$ cat src/rtl/wb_unit.sv
// Write-back stage for the pak-rv pipeline: picks the rd source, formats load data,
// waits on variable-latency data-memory responses and counts retired instructions.
module wb_unit #(
  parameter int unsigned XLEN = 32,
  localparam int unsigned OFF_W = $clog2(XLEN / 8)
) (
  input  logic             clk,
  input  logic             rst,
  input  logic             in_valid,
  output logic             in_ready,
  input  logic [1:0]       in_wb_sel,
  input  logic             in_wb_en,
  input  logic [4:0]       in_rd,
  input  logic [XLEN-1:0]  in_opr_res,
  input  logic [XLEN-1:0]  in_pc4,
  input  logic [XLEN-1:0]  in_csr_rdata,
  input  logic [2:0]       in_ld_funct3,
  input  logic [OFF_W-1:0] in_ld_offset,
  input  logic             flush,
  input  logic             dmem_rvalid,
  input  logic [XLEN-1:0]  dmem_rdata,
  input  logic             dmem_rerr,
  output logic             wb_en,
  output logic [4:0]       wb_rd,
  output logic [XLEN-1:0]  wb_data,
  output logic             retire_valid,
  output logic             ld_fault,
  output logic [63:0]      instret
);

  localparam int unsigned SH_W = OFF_W + 3;

  typedef enum logic {
    S_IDLE = 1'b0,
    S_WAIT = 1'b1
  } state_t;

  state_t            r_state;
  state_t            w_state_nxt;
  logic              r_drop;
  logic              w_drop_nxt;

  logic              r_ld_en;
  logic [4:0]        r_ld_rd;
  logic [2:0]        r_ld_f3;
  logic [OFF_W-1:0]  r_ld_off;

  logic              r_wb_en;
  logic [4:0]        r_wb_rd;
  logic [XLEN-1:0]   r_wb_data;
  logic              r_retire;
  logic              r_fault;
  logic [63:0]       r_instret;

  logic              w_accept;
  logic              w_is_load;
  logic              w_rsp_live;
  logic              w_ld_done;
  logic              w_sel_en;
  logic [4:0]        w_sel_rd;
  logic [2:0]        w_sel_f3;
  logic [OFF_W-1:0]  w_sel_off;
  logic [SH_W-1:0]   w_shamt;
  logic [XLEN-1:0]   w_shift;
  logic [XLEN-1:0]   w_ld_data;
  logic              w_ld_bad;

  logic              w_en_nxt;
  logic [4:0]        w_rd_nxt;
  logic [XLEN-1:0]   w_data_nxt;
  logic              w_retire_nxt;
  logic              w_fault_nxt;

  assign in_ready   = (r_state == S_IDLE) && !rst;
  // Flush in IDLE suppresses the accept even though in_ready stays high.
  assign w_accept   = in_valid && in_ready && !flush;
  assign w_is_load  = (in_wb_sel == 2'd1);
  // A response arriving while a drop is pending belongs to a killed load.
  assign w_rsp_live = dmem_rvalid && !r_drop;

  // Loads format with same-cycle instruction fields in IDLE, latched ones in WAIT.
  assign w_sel_en  = (r_state == S_IDLE) ? in_wb_en     : r_ld_en;
  assign w_sel_rd  = (r_state == S_IDLE) ? in_rd        : r_ld_rd;
  assign w_sel_f3  = (r_state == S_IDLE) ? in_ld_funct3 : r_ld_f3;
  assign w_sel_off = (r_state == S_IDLE) ? in_ld_offset : r_ld_off;
  assign w_shamt   = {w_sel_off, 3'b000};
  assign w_shift   = dmem_rdata >> w_shamt;

  assign w_ld_done = ((r_state == S_IDLE) && w_accept && w_is_load && w_rsp_live) ||
                     ((r_state == S_WAIT) && !flush && w_rsp_live);

  // Load alignment and extension
  always_comb begin
    w_ld_data = '0;
    w_ld_bad  = 1'b0;
    case (w_sel_f3)
      3'd0: w_ld_data = XLEN'($signed(w_shift[7:0]));
      3'd4: w_ld_data = XLEN'(w_shift[7:0]);
      3'd1: begin
        w_ld_data = XLEN'($signed(w_shift[15:0]));
        w_ld_bad  = w_sel_off[0];
      end
      3'd5: begin
        w_ld_data = XLEN'(w_shift[15:0]);
        w_ld_bad  = w_sel_off[0];
      end
      3'd2: begin
        w_ld_data = XLEN'($signed(w_shift[31:0]));
        w_ld_bad  = (w_sel_off[1:0] != 2'd0);
      end
      3'd6: begin
        w_ld_data = XLEN'(w_shift[31:0]);
        w_ld_bad  = (XLEN != 64) || (w_sel_off[1:0] != 2'd0);
      end
      3'd3: begin
        w_ld_data = w_shift;
        w_ld_bad  = (XLEN != 64) || (w_sel_off != '0);
      end
      default: w_ld_bad = 1'b1;
    endcase
  end

  // State register
  always_ff @(posedge clk) begin
    if (rst) begin
      r_state <= S_IDLE;
      r_drop  <= 1'b0;
    end else begin
      r_state <= w_state_nxt;
      r_drop  <= w_drop_nxt;
    end
  end

  // Next state
  always_comb begin
    w_state_nxt = r_state;
    w_drop_nxt  = r_drop;
    if (r_drop && dmem_rvalid) w_drop_nxt = 1'b0;
    case (r_state)
      S_IDLE: begin
        if (w_accept && w_is_load && !w_rsp_live) w_state_nxt = S_WAIT;
      end
      S_WAIT: begin
        if (flush) begin
          w_state_nxt = S_IDLE;
          if (!w_rsp_live) w_drop_nxt = 1'b1;
        end else if (w_rsp_live) begin
          w_state_nxt = S_IDLE;
        end
      end
      default: w_state_nxt = S_IDLE;
    endcase
  end

  // Next values of the registered write-back outputs
  always_comb begin
    w_en_nxt     = 1'b0;
    w_rd_nxt     = r_wb_rd;
    w_data_nxt   = r_wb_data;
    w_retire_nxt = 1'b0;
    w_fault_nxt  = 1'b0;
    if ((r_state == S_IDLE) && w_accept && !w_is_load) begin
      w_retire_nxt = 1'b1;
      w_en_nxt     = in_wb_en && (in_rd != 5'd0);
      w_rd_nxt     = in_rd;
      case (in_wb_sel)
        2'd2:    w_data_nxt = in_pc4;
        2'd3:    w_data_nxt = in_csr_rdata;
        default: w_data_nxt = in_opr_res;
      endcase
    end else if (w_ld_done) begin
      if (w_ld_bad || dmem_rerr) begin
        w_fault_nxt = 1'b1;
      end else begin
        w_retire_nxt = 1'b1;
        w_en_nxt     = w_sel_en && (w_sel_rd != 5'd0);
        w_rd_nxt     = w_sel_rd;
        w_data_nxt   = w_ld_data;
      end
    end
  end

  // Pending-load context
  always_ff @(posedge clk) begin
    if (rst) begin
      r_ld_en  <= 1'b0;
      r_ld_rd  <= 5'd0;
      r_ld_f3  <= 3'd0;
      r_ld_off <= '0;
    end else if (w_accept) begin
      r_ld_en  <= in_wb_en;
      r_ld_rd  <= in_rd;
      r_ld_f3  <= in_ld_funct3;
      r_ld_off <= in_ld_offset;
    end
  end

  always_ff @(posedge clk) begin
    if (rst) begin
      r_wb_en   <= 1'b0;
      r_wb_rd   <= 5'd0;
      r_wb_data <= '0;
      r_retire  <= 1'b0;
      r_fault   <= 1'b0;
      r_instret <= 64'd0;
    end else begin
      r_wb_en   <= w_en_nxt;
      r_wb_rd   <= w_rd_nxt;
      r_wb_data <= w_data_nxt;
      r_retire  <= w_retire_nxt;
      r_fault   <= w_fault_nxt;
      if (w_retire_nxt) r_instret <= r_instret + 64'd1;
    end
  end

  assign wb_en        = r_wb_en;
  assign wb_rd        = r_wb_rd;
  assign wb_data      = r_wb_data;
  assign retire_valid = r_retire;
  assign ld_fault     = r_fault;
  assign instret      = r_instret;

endmodule

$ cat config.mk
export PLATFORM = sky130hd
export DESIGN_NAME = wb_unit
export DESIGN_NICKNAME = d
export VERILOG_FILES = /design/src/rtl/wb_unit.sv
export SDC_FILE = /design/constraint.sdc
export NUM_CORES = 1
export LEC_CHECK = 0
export ABC_CLOCK_PERIOD_IN_PS = 3500
export CAP_MARGIN = 20
export CORE_ASPECT_RATIO = 2
export CORE_MARGIN = 3
export CORE_UTILIZATION = 45
export CTS_BUF_LIST = sky130_fd_sc_hd__clkbuf_16
export DETAILED_ROUTE_END_ITERATION = 7
export HOLD_SLACK_MARGIN = 0.1
export PLACE_DENSITY = 0.92
export SLEW_MARGIN = 20
export SYNTH_ARGS = -nofsm -noshare
export SYNTH_HDL_FRONTEND = slang
export SYNTH_SLANG_ARGS = --single-unit
$ cat constraint.sdc
create_clock -name clk -period 3.5 [get_ports clk]
set_input_delay 0.525 -clock clk [delete_from_list [all_inputs] [get_ports clk]]
set_output_delay 0.525 -clock clk [all_outputs]
set_load 0.05 [all_outputs]
# --- After elaboration in Yosys (flattened, before gate mapping) ---
# Index checks and enable logic that the tools add are counted.
op_classes:
  shift: 1
  n_addsub: 1
  eq_ne: 10
  mux: 28
  n_reduce_logical: 32
  n_bitwise: 2
ops:
  columns: ["cell", "count"]
  rows:
  - ["one-hot mux 32 bit (5 select lines)", 1]
  - ["2-to-1 mux 32 bit", 3]
  - ["adder 64 x 1 -> 64 bit (second input constant)", 1]
  - ["one-hot mux 32 bit (2 select lines)", 1]
  - [">> shifter 32 x 5 -> 32 bit", 1]
  - ["2-to-1 mux 5 bit", 4]
  - ["logical AND 1 bit", 15]
  - ["2-to-1 mux 1 bit", 15]
  - ["nonzero test 5 bit", 2]
  - ["equality test 3 bit (second input constant)", 3]
  - ["equality test 3 x 2 -> 1 bit (second input constant)", 2]
  - ["OR reduction 3 bit", 2]
  - ["logical NOT 1 bit", 5]
  - ["equality test 2 bit (second input constant)", 2]
  - ["nonzero test 2 bit", 2]
  - ["OR reduction 2 bit", 2]
  - ["equality test 3 x 1 -> 1 bit (second input constant)", 1]
  - ["logical NOT 3 bit", 1]
  - ["2-to-1 mux 3 bit", 1]
  - ["one-hot mux 1 bit (3 select lines)", 1]
  - ["equality test 2 x 1 -> 1 bit (second input constant)", 1]
  - ["logical OR 1 bit", 2]
  - ["2-to-1 mux 2 bit", 1]
  - ["!= test 2 bit (second input constant)", 1]
  - ["other kinds (3)", 4]
word_totals:
  output_inout_bits: 105
  in_bits: 147
  word_cells: 86
  ff_bits: 117

# --- Depth between registers and ports, before layout ---
depth:
  word_depth: 10
  mapped_depth: 9
  ltp_nobuf: 6

# --- Worst setup path after synthesis ---
# No wires, ideal clock.
synth_path:
  path_kind: "reg2reg"
  start: "reg r_instret[10] (netlist: instret[10])"
  end: "reg r_instret[55] (netlist: instret[55])"
  arrival_time_ps: 2900
  slack_ps: 530
  path_stages_with_launch: 9
  cell_sequence: "dfxtp_1 nand4_1 or2_0 clkbuf_1 or3_1 or4_4 buf_6 or4_1 a21oi_1"
synth_between:
  elab_chain_len: 1
synth_rtl:
  columns: ["element", "line_no", "rtl"]
  rows:
  - ["start: declaration", "53", "logic [63:0] r_instret;"]
  - ["start signal: assignment", "212", "if (w_retire_nxt) r_instret <= r_instret + 64'd1;"]
  - ["adder 64 x 1 -> 64 bit", "212", null]
# No other way between the ends.
# A chain may end at the register's enable or synchronous reset.

# --- Worst setup path in the final report ---
layout_path:
  start: "in flush"
  end: "reg r_instret[43] (netlist: instret[43])"
layout_between:
  elab_chain_len: 8
layout_rtl:
  columns: ["element", "line_no", "rtl"]
  rows:
  - ["start: declaration", "19", "input logic flush,"]
  - ["logical NOT 1 bit *", "76, 90", null]
  - ["logical AND 1 bit", "76", "assign w_accept = in_valid && in_ready && !flush;"]
  - ["logical AND 1 bit", "89, 162", null]
  - ["logical AND 1 bit (2 in series)", "89", "assign w_ld_done = ((r_state == S_IDLE) && w_accept && w_is_load && w_rsp_live) ||"]
  - ["logical OR 1 bit", "89", null]
  - ["2-to-1 mux 1 bit", "171", "end else if (w_ld_done) begin"]
  - ["2-to-1 mux 1 bit *", "162", "if ((r_state == S_IDLE) && w_accept && !w_is_load) begin"]
# Every way passes the cells marked *; elsewhere a longest branch is shown, timed or not.

==> metrics <==
Pins Over Slew Limit 0; CTS Hold Bufs 0; Seq/Total Area, Yosys 0.346; total area of sequential cells around 2300 sq um; Residual DRC 0; Setup Fix Bufs, Post-CTS 0; Layout area overhead 51.3%; Synth warnings 0; vias per std cell about 6.0; Worst Max-Slew Pin Slew around 810 ps; die width 92.7 um; Detailed Route WL around 26000 um; Final Wtd Congestion 0.935; pre-CTS setup slack approximately 140 ps; IO Pins ~250; Pwr Total 0.00389 W; 1st-iter DRT viols 434; HP Class reg -> reg; die area between 15000 and 20000 sq um; commonest cells after routing, fill and taps aside 249 x clkdlybuf4s50_1, 117 x dfxtp_1, 115 x nor2_1, 107 x nand2_1, 66 x o21ai_0; pin count of the biggest net entering global routing 76; DP HPWL 20100 um; PnR worst setup slack a little under 500 ps; total number of vias between 7000 and 8000; leakage roughly 3.6 nW; multi-input logic area 4190 sq um; Post-synth EDFFs 0; Critical Path AT about 3300 ps; Crit Path Class in -> reg; dpl cells about 1300; setup TNS 0 ps; cell area after synthesis 6770 sq um; row count 62; MaxCap Viol Count 0; Critical Path End Type flip-flop; fin nets ~1300; CP Max Fanout 13; RSZ-0062 raised after global routing false; Non-Filler Instances approximately 1300; Worst-Skew Late Latency 420 ps; status finished clean; Primary FF master, synth dfxtp_1; vias in the first global route approximately 8000; crit start category primary input; Routed Antenna Nets 0; overall routing resource usage 0.313; skew final approximately 12 ps; H-Tree Depth 4; count of final setup violators 0; Die H roughly 180 um; CTS max path bufs 2; crit share post-route 0.860; wire length of the first global-routing pass between 40000 and 50000 um; Routed WL per cell 19.4 um; Final min period between 3000 and 4000 ps; Core ar. about 15000 sq um; Post-Syn Nets around 1000; PwrDens 380 nW/um^2; clk slew on worst S/H paths 60 ps; fill count around 1200; Worst slew margin 0.462; starting density of the core 0.464; TritonCTS clock tree done; initial antenna violation count 0; diodes inserted 0; PostCTS Resize Cnt 0; f_max around 330 MHz; share of flip-flops with an asynchronous set or reset 0; port bufs about 250; layout cells sized above 1 0.0784; peak supply drop slightly above 300 uV; total gr overflow 0; CTS sink cnt 117; CTS Buf Count 17; Mapped Cells around 900; Syn Area/Cell 7.64 sq um; leading cell type in the layout, fill and taps excluded clkdlybuf4s50_1; post-synthesis cell type count 62; Final Hold Fails 0; clock root cell clkbuf_16; WP data required approximately 3800 ps; Synth Register Bits between 100 and 150; drt pass-1 iters 5
## through the flow
step | util | cell area (sq um) | hold WS [ps]
floorplan | - | 6770 | 437
global placement | 0.658 | 9590 | 443
detailed placement | 0.658 | 9590 | 458
CTS | 0.702 | 10200 | 467
global route | 0.702 | 10200 | 491
finish | 0.702 | 10200 | 467
## power by group
group	switching, W	internal [W]
registers	0.0000131	0.00135
logic	0.000300	0.000282
clock network	0.000672	0.00127
total	0.000985	0.00290
## worst paths after layout
kind	startpoint	to	slack, ps	cells past startpoint
max	flush	instret[43]	490	7
min	r_ld_rd[2]	r_ld_rd[2]	470	2
max reg2reg	r_state	instret[43]	530	7
min reg2reg	r_ld_rd[2]	r_ld_rd[2]	470	2
## cell usage after synthesis (all sizes together), types with 4 or more instances
cell | n | area share
xnor2 | 24 | 0.031
a32oi | 8 | 0.010
nand2b | 10 | 0.0092
a221oi | 10 | 0.013
or2 | 4 | 0.0037
mux2 | 8 | 0.013
a211o | 8 | 0.010
or3 | 23 | 0.022
a211oi | 22 | 0.024
nor2 | 115 | 0.064
inv | 8 | 0.0044
nor4 | 17 | 0.016
nor3 | 37 | 0.027
and4 | 5 | 0.0065
nand4 | 29 | 0.027
or4 | 9 | 0.011
xor2 | 16 | 0.021
mux2i | 48 | 0.071
a21oi | 52 | 0.038
nand3 | 29 | 0.021
a31oi | 6 | 0.0055
and3 | 4 | 0.0037
dfxtp | 117 | 0.35
o22ai | 7 | 0.0065
o21ai | 67 | 0.050
nand2 | 107 | 0.059
buf | 13 | 0.0089
o31ai | 5 | 0.0063
clkbuf | 44 | 0.024
## metal layers
metal / share of wire / vias to the layer above / global-route usage
met4: 0.078 / 0 / 0.224
met1: 0.31 / 3667 / 0.292
li1: - / 3732 / -
met5: 0 / - / 0
met2: 0.55 / 479 / 0.586
met3: 0.066 / 113 / 0.0603
## critical path, stage by stage
cell and delay, ps:
clkdlybuf4s50_1 420, or4b_1 630, a22oi_2 340, o31ai_4 160
or4_4 610, or3_1 390, a21oi_1 240
## cell families (layout without fill, tap and decap cells)
logic type	Yosys count	count (layout)	share of synthesized area
multiplexers	56	56	0.0843
XOR/XNOR	40	40	0.0517
adder cells (fa/ha/maj)	1	1	0.00185
buffers and inverters	65	327	0.0377
AO/OA/AOI/OAI	203	203	0.190
AND/OR/NAND/NOR	404	404	0.288
flip-flops	117	117	0.346
## cell type report
| class | instances | share of cell area |
|---|---|---|
| multi-input cells | 704 | 0.409 |
| repair buffers | 287 | 0.272 |
| flip-flops and latches | 117 | 0.229 |
| clock buffers | 17 | 0.0415 |
| well taps | 192 | 0.0235 |
| clock inverters | 15 | 0.0222 |
| inverters | 8 | 0.00293 |
## flip-flops by register name, indices dropped and copies added (netlist names)
register / count
r_state: 1
r_ld_f3: 3
wb_rd: 5
instret: 64
r_drop: 1
wb_data: 32
r_ld_off: 2
retire_valid: 1
r_ld_rd: 5
ld_fault: 1
r_ld_en: 1
wb_en: 1
(Power assumes the default switching activity.)
